==> src/rtl/instr_fetch_unit.sv <==
// Sequential instruction-fetch front end: fetches one instruction at a time over
// a req/ack memory handshake, issues it over valid/ready, then resolves the next PC.
module instr_fetch_unit #(
    parameter int unsigned       ADDR_W   = 32,
    parameter logic [ADDR_W-1:0] RESET_PC = '0
) (
    input  logic              clk,
    input  logic              reset,
    output logic              imem_req,
    output logic [ADDR_W-1:0] imem_addr,
    input  logic              imem_ack,
    input  logic [31:0]       imem_rdata,
    output logic              instr_valid,
    input  logic              instr_ready,
    output logic [31:0]       instr,
    output logic [7:0]        opcode,
    output logic [ADDR_W-1:0] pc,
    output logic [ADDR_W-1:0] pc_plus4,
    input  logic              jump,
    input  logic              branch_eq,
    input  logic              branch_not_eq,
    input  logic              alu_zero,
    input  logic              halt,
    output logic [31:0]       fetch_count
);

    typedef enum logic [1:0] {
        FETCH  = 2'd0,
        ISSUE  = 2'd1,
        HALTED = 2'd2
    } state_t;

    localparam logic [ADDR_W-1:0] LOW_MASK = ADDR_W'(32'h0FFF_FFFF);

    state_t            state;
    state_t            state_next;
    logic              issue_fire;
    logic              branch_taken;
    logic [ADDR_W-1:0] jump_target;
    logic [ADDR_W-1:0] branch_offset;
    logic [ADDR_W-1:0] next_pc;

    always_ff @(posedge clk) begin
        if (reset) begin
            state <= FETCH;
        end else begin
            state <= state_next;
        end
    end

    always_comb begin
        state_next = state;
        case (state)
            FETCH:   if (imem_ack)    state_next = ISSUE;
            ISSUE:   if (instr_ready) state_next = halt ? HALTED : FETCH;
            HALTED:  if (!halt)       state_next = FETCH;
            default:                  state_next = FETCH;
        endcase
    end

    always_comb begin
        imem_req    = (state == FETCH);
        instr_valid = (state == ISSUE);
    end

    assign issue_fire = (state == ISSUE) && instr_ready;
    assign imem_addr  = pc;
    assign pc_plus4   = pc + ADDR_W'(4);
    assign opcode     = {2'b00, instr[31:26]};

    // Jump keeps the region bits of pc+4, not of pc, so a jump sitting in the last
    // word of a 256 MB region lands in the following region.
    always_comb begin
        jump_target   = (pc_plus4 & ~LOW_MASK) | ADDR_W'({instr[25:0], 2'b00});
        branch_offset = {{(ADDR_W-18){instr[15]}}, instr[15:0], 2'b00};
        branch_taken  = (branch_eq & alu_zero) | (branch_not_eq & ~alu_zero);
        if (jump) begin
            next_pc = jump_target;
        end else if (branch_taken) begin
            next_pc = pc_plus4 + branch_offset;
        end else begin
            next_pc = pc_plus4;
        end
    end

    always_ff @(posedge clk) begin
        if (reset) begin
            pc          <= RESET_PC;
            instr       <= '0;
            fetch_count <= '0;
        end else begin
            if ((state == FETCH) && imem_ack) begin
                instr <= imem_rdata;
            end
            if (issue_fire) begin
                pc          <= next_pc;
                fetch_count <= fetch_count + 32'd1;
            end
        end
    end

endmodule

==> config.mk <==
export PLATFORM = sky130hd
export DESIGN_NAME = instr_fetch_unit
export DESIGN_NICKNAME = d
export VERILOG_FILES = /design/src/rtl/instr_fetch_unit.sv
export SDC_FILE = /design/constraint.sdc
export NUM_CORES = 1
export LEC_CHECK = 0
export ABC_AREA = 1
export CORE_UTILIZATION = 35
export CTS_BUF_LIST = sky130_fd_sc_hd__clkbuf_8
export DETAILED_ROUTE_END_ITERATION = 10
export DONT_BUFFER_PORTS = 1
export PLACE_DENSITY = 0.56
export SLEW_MARGIN = 30
export SYNTH_ARGS = -nofsm -noshare
export SYNTH_HDL_FRONTEND = slang
export SYNTH_SLANG_ARGS = --single-unit
==> constraint.sdc <==
create_clock -name clk -period 2.92 [get_ports clk]
set_clock_uncertainty 0.05 [all_clocks]
set_input_delay 0.292 -clock clk [delete_from_list [all_inputs] [get_ports clk]]
set_output_delay 0.292 -clock clk [all_outputs]
set_load 0.05 [all_outputs]
==> summary.md, run 1 <==
| Metric | Value |
|---|---|
| Hold/Removal Path Class | `input pin to register` |
| Levels on crit path | `20` |
| End point of the most critical hold path | `instr[31]` |
| Antenna Cells | `0` |
| Via total after detailed routing | `between 8000 and 9000` |
| Critical Path, Cell by Cell | `nand2_2 > nor2_4 > buf_4 > nand2_1 > buf_4 > nor3_4 > nand3_2 > nand2_4 > clkinvlp_4 > ha_4 > nand2_4 > nor3_4 > nand2_2 > nor3_2 > buf_4 > a21oi_2 > nand2_1 > nand3_2 > nand2_2 > a21oi_2` |
| CP delay by family, top | `simple AND/OR/NAND/NOR gates` |
| Average instance area after synthesis | `slightly above 6 sq um` |
| Fin util | `0.505` |
| Startpoint Class | `register` |
| Number of max-capacitance violations reported | `0` |
| Final non-filler cell area | `10700 sq um` |
| Die Y | `roughly 150 um` |
| Highest net fanout along the worst path | `4` |
| Count of cells along the worst hold path | `2` |
| Global-route wire length before repair | `46.8 mm` |
| Library cell contributing the largest single delay on the critical path | `sky130_fd_sc_hd__dfxtp_4` |
| Power density relative to cell area | `348 nW/um^2` |
| Final max-slew violation count | `0` |
| Final hold slack | `0.0182 ns` |
| Congestion Overflow GR | `0` |
| CTS sink cnt | `96` |
| Switching Fraction | `0.431` |
| Arrival time at the worst endpoint | `3.14 ns` |
| Count of input and output buffers | `0` |
| Post-DRT Antenna Nets | `0` |
| PnR Total Power | `~3.7 mW` |
| Start point of the worst hold path | `imem_rdata[31]` |
| Post-DR vias/cell | `5.16` |
| Clock group share of total power | `0.243` |
| Fraction of layout cells with a size suffix above 1 | `0.335` |
| Std-Cell Core Area | `21300 sq um` |
| Leakage | `4.95 nW` |
| Unrepaired setup endpoints after global routing | `true` |
| Number of DRC markers after the initial detailed-route iteration | `roughly 570` |
| Cell taking the most area after synthesis | `sky130_fd_sc_hd__dfxtp_1` |
| Area contributors post-synth | `sky130_fd_sc_hd__dfxtp_1 (25%), sky130_fd_sc_hd__nand2_1 (15%), sky130_fd_sc_hd__nor2_1 (8.0%)` |
| Internal Dissipation | `around 2.1 mW` |
| Sequential element share of the synthesized area | `0.249` |
| Number of global-route vias before repair | `a little over 8000` |
| Crit Path Class | `register to register` |
| Data required time at the worst endpoint | `between 3 and 4 ns` |
| Buffer depth of the longest clock path | `2` |
| Post-synth cell types | `46` |
| Logic gate share of total power | `0.341` |
| Count of standard-cell rows | `53` |
| Worst max-slew margin expressed relative to the limit | `0.322` |
| Crit path time final | `2.89 ns` |
| Largest net degree at the start of global routing | `53` |
| Fraction of registers with async set or reset after synthesis | `0` |
| Count of state elements after synthesis | `96` |
| Worst reg2reg endpoint | `imem_addr[31]` |
| Skew-Pair Late Insertion Delay | `0.40 ns` |
| Initial antenna violation count | `1` |
| Post-synth EDFFs | `0` |
| Total standard cell area after synthesis | `7710 sq um` |
| Slack of the worst reg-to-reg path | `~0.032 ns` |
| Primary FF master, synth | `sky130_fd_sc_hd__dfxtp_1` |
| Ys Warns | `0` |
| Router iterations before antenna repair | `5` |
| Post-layout net count | `1488` |
| Count of final hold-check violations | `0` |
| Number of cells on the worst reg-to-reg path | `20` |
| Result of the run | `finished clean` |
| Area grow syn2layout | `39.4%` |
| Die width | `~150 um` |
| Part of the cycle the worst path needs | `0.989` |
| Initial core utilization | `0.362` |
| CTS tree | `built` |
| Cell count after synthesis | `1243` |
| Most used standard cells in the synthesized netlist | `sky130_fd_sc_hd__nand2_1 (315), sky130_fd_sc_hd__nor2_1 (165), sky130_fd_sc_hd__inv_1 (144), sky130_fd_sc_hd__dfxtp_1 (96), sky130_fd_sc_hd__a21oi_1 (95)` |
| Share of Yosys cell area claimed by the top area cell type | `0.249` |
| Overall die area | `about 23000 sq um` |
| Part of the total power dissipated in sequential elements | `0.416` |
| Sum of buffers and inverters on the critical path | `4` |
| Longest individual stage delay on the worst path | `just under 0.4 ns` |
| Number of primary I/O pins | `roughly 210` |
| Largest voltage drop on the vdd net | `0.000290 V` |
| Net load switching power | `~1.6 mW` |
| Highest attainable clock frequency | `roughly 350 MHz` |
| Root Driver | `sky130_fd_sc_hd__clkbuf_8` |
| Post-CTS clock slew at the launch and capture registers of the worst setup and hold paths | `0.12 ns` |
| Number of H-tree branching levels | `3` |
| GPL Wtd Cong | `0.942` |
| Routed length per instance | `18.3 um` |
| Top-count cell post-synth | `sky130_fd_sc_hd__nand2_1` |
| Type of destination of the critical path | `register` |
| Post-place instance area | `9630 sq um` |
| Number of remaining DRC errors | `0` |
| Total global-route track usage | `0.273` |
| HPWL after DPL | `between 20 and 25 mm` |
| Total wirelength of the detailed-routed design | `between 30 and 40 mm` |
| Number of buffers added by the clock tree synthesis step | `9` |
| Number of endpoints failing setup at the final stage | `0` |
| Startpoint of the worst-slack reg-to-reg timing path | `imem_addr[12]` |
| Slew @ Worst Pin | `1.02 ns` |
==> power by group through the flow <==
stage	registers [mW]	clock network, mW	logic [mW]
2_1_floorplan	1.70	0	0.709
3_3_place_gp	1.58	0	1.14
3_5_place_dp	1.58	0	1.14
4_1_cts	1.55	0.922	1.18
5_1_grt	1.56	0.972	1.36
6_report	1.55	0.908	1.27
==> placed cells by master (no fill, tap or decap), drive strengths merged, types with 6 or more instances in the layout <==
cell type | Yosys | layout
dfxtp | 96 | 96
conb | 1 | 8
o21ai | 76 | 76
nand3 | 69 | 69
a31oi | 6 | 6
a21oi | 98 | 98
clkbuf | 27 | 10
a21o | 6 | 6
nor3 | 30 | 30
ha | 37 | 37
buf | 48 | 221
xor2 | 30 | 30
inv | 146 | 145
nor4 | 8 | 8
xnor2 | 18 | 18
or2 | 7 | 7
nor2 | 176 | 176
nand4 | 21 | 21
nand2 | 320 | 320
==> registers in the layout (all words and copies together) (netlist names) <==
| name | cells |
|---|---|
| fetch_count | 32 |
| imem_addr | 30 |
| instr | 32 |
| state | 2 |
==> per-stage QoR <==
stage                     setup WS, ns  TNS, ns  instances
after floorplan                -0.0570   -0.261       1250
after global placement          -0.158   -0.417       1643
after detailed placement        -0.167   -0.392       1643
after CTS                      0.00281        0       1672
after global routing           -0.0862   -0.586       1689
final                           0.0320        0       1689
==> cell families (layout without fill, tap and decap cells) <==
kind of cell	Yosys count	count (layout)	synth area share
AO/OA/AOI/OAI	200	200	0.140
XOR/XNOR	48	48	0.0565
adder cells (fa/ha/maj)	38	38	0.0627
buffers and inverters	221	385	0.133
flip-flops	96	96	0.249
other	1	8	0.000486
AND/OR/NAND/NOR	639	639	0.358
==> area by class of cell <==
type / instances / area (sq um)
fill: 2148 / 10500
multi-input combinational: 933 / 5910
sequential: 96 / 2010
timing repair buffer: 223 / 1740
inverter: 146 / 566
tap: 275 / 344
clock buffer: 10 / 138
clock inverter: 6 / 48.8
==> worst max path at each step <==
stage | from | to | slack [ns]
2_1_floorplan | imem_addr[2] | imem_addr[21] | -0.06
4_1_cts | imem_addr[10] | imem_addr[25] | 0.003
5_1_grt | imem_addr[17] | imem_addr[26] | -0.09
3_5_place_dp | imem_addr[17] | imem_addr[26] | -0.17
3_3_place_gp | imem_addr[22] | imem_addr[25] | -0.16
6_report | imem_addr[12] | imem_addr[31] | 0.03
==> timing repair <==
action / in CTS / in global routing
setup endpoints to repair: 7 / 20
hold buffers: 3 / 0
pin swaps: 17 / 59
gates resized for setup: 24 / 138
gates cloned: 0 / 0
hold endpoints to repair: 32 / 0
setup buffers: 10 / 17
==> metal layers <==
layer,vias to the layer above,track usage,wire (um),share of wire
met5,-,0,0,0
met4,0,0.0798,638,0.021
met3,44,0.0439,2460,0.079
met2,365,0.429,13900,0.45
met1,4006,0.381,13900,0.45
li1,4292,-,-,-
==> worst reg2reg max path: cells and delay by family (launching register included) <==
kind            cells  cell delay [ns]
simple gates       13             1.44
compound gates      2             0.09
fa+ha+maj           1             0.31
buf+inv             4             0.53
flops               1             0.39
Note: power is estimated with default switching activity, not from simulation.
==> inputs of run 2 (changes only) <==
--- a/config.mk
+++ b/config.mk
@@ -8,6 +8,7 @@
 export ABC_AREA = 1
 export CORE_UTILIZATION = 35
 export CTS_BUF_LIST = sky130_fd_sc_hd__clkbuf_8
+export CTS_CLUSTER_DIAMETER = 50
 export DETAILED_ROUTE_END_ITERATION = 10
 export DONT_BUFFER_PORTS = 1
 export PLACE_DENSITY = 0.56
==> results of run 2 <==
Same layout as run 1: the final DEF is identical, and so are final timing and power.
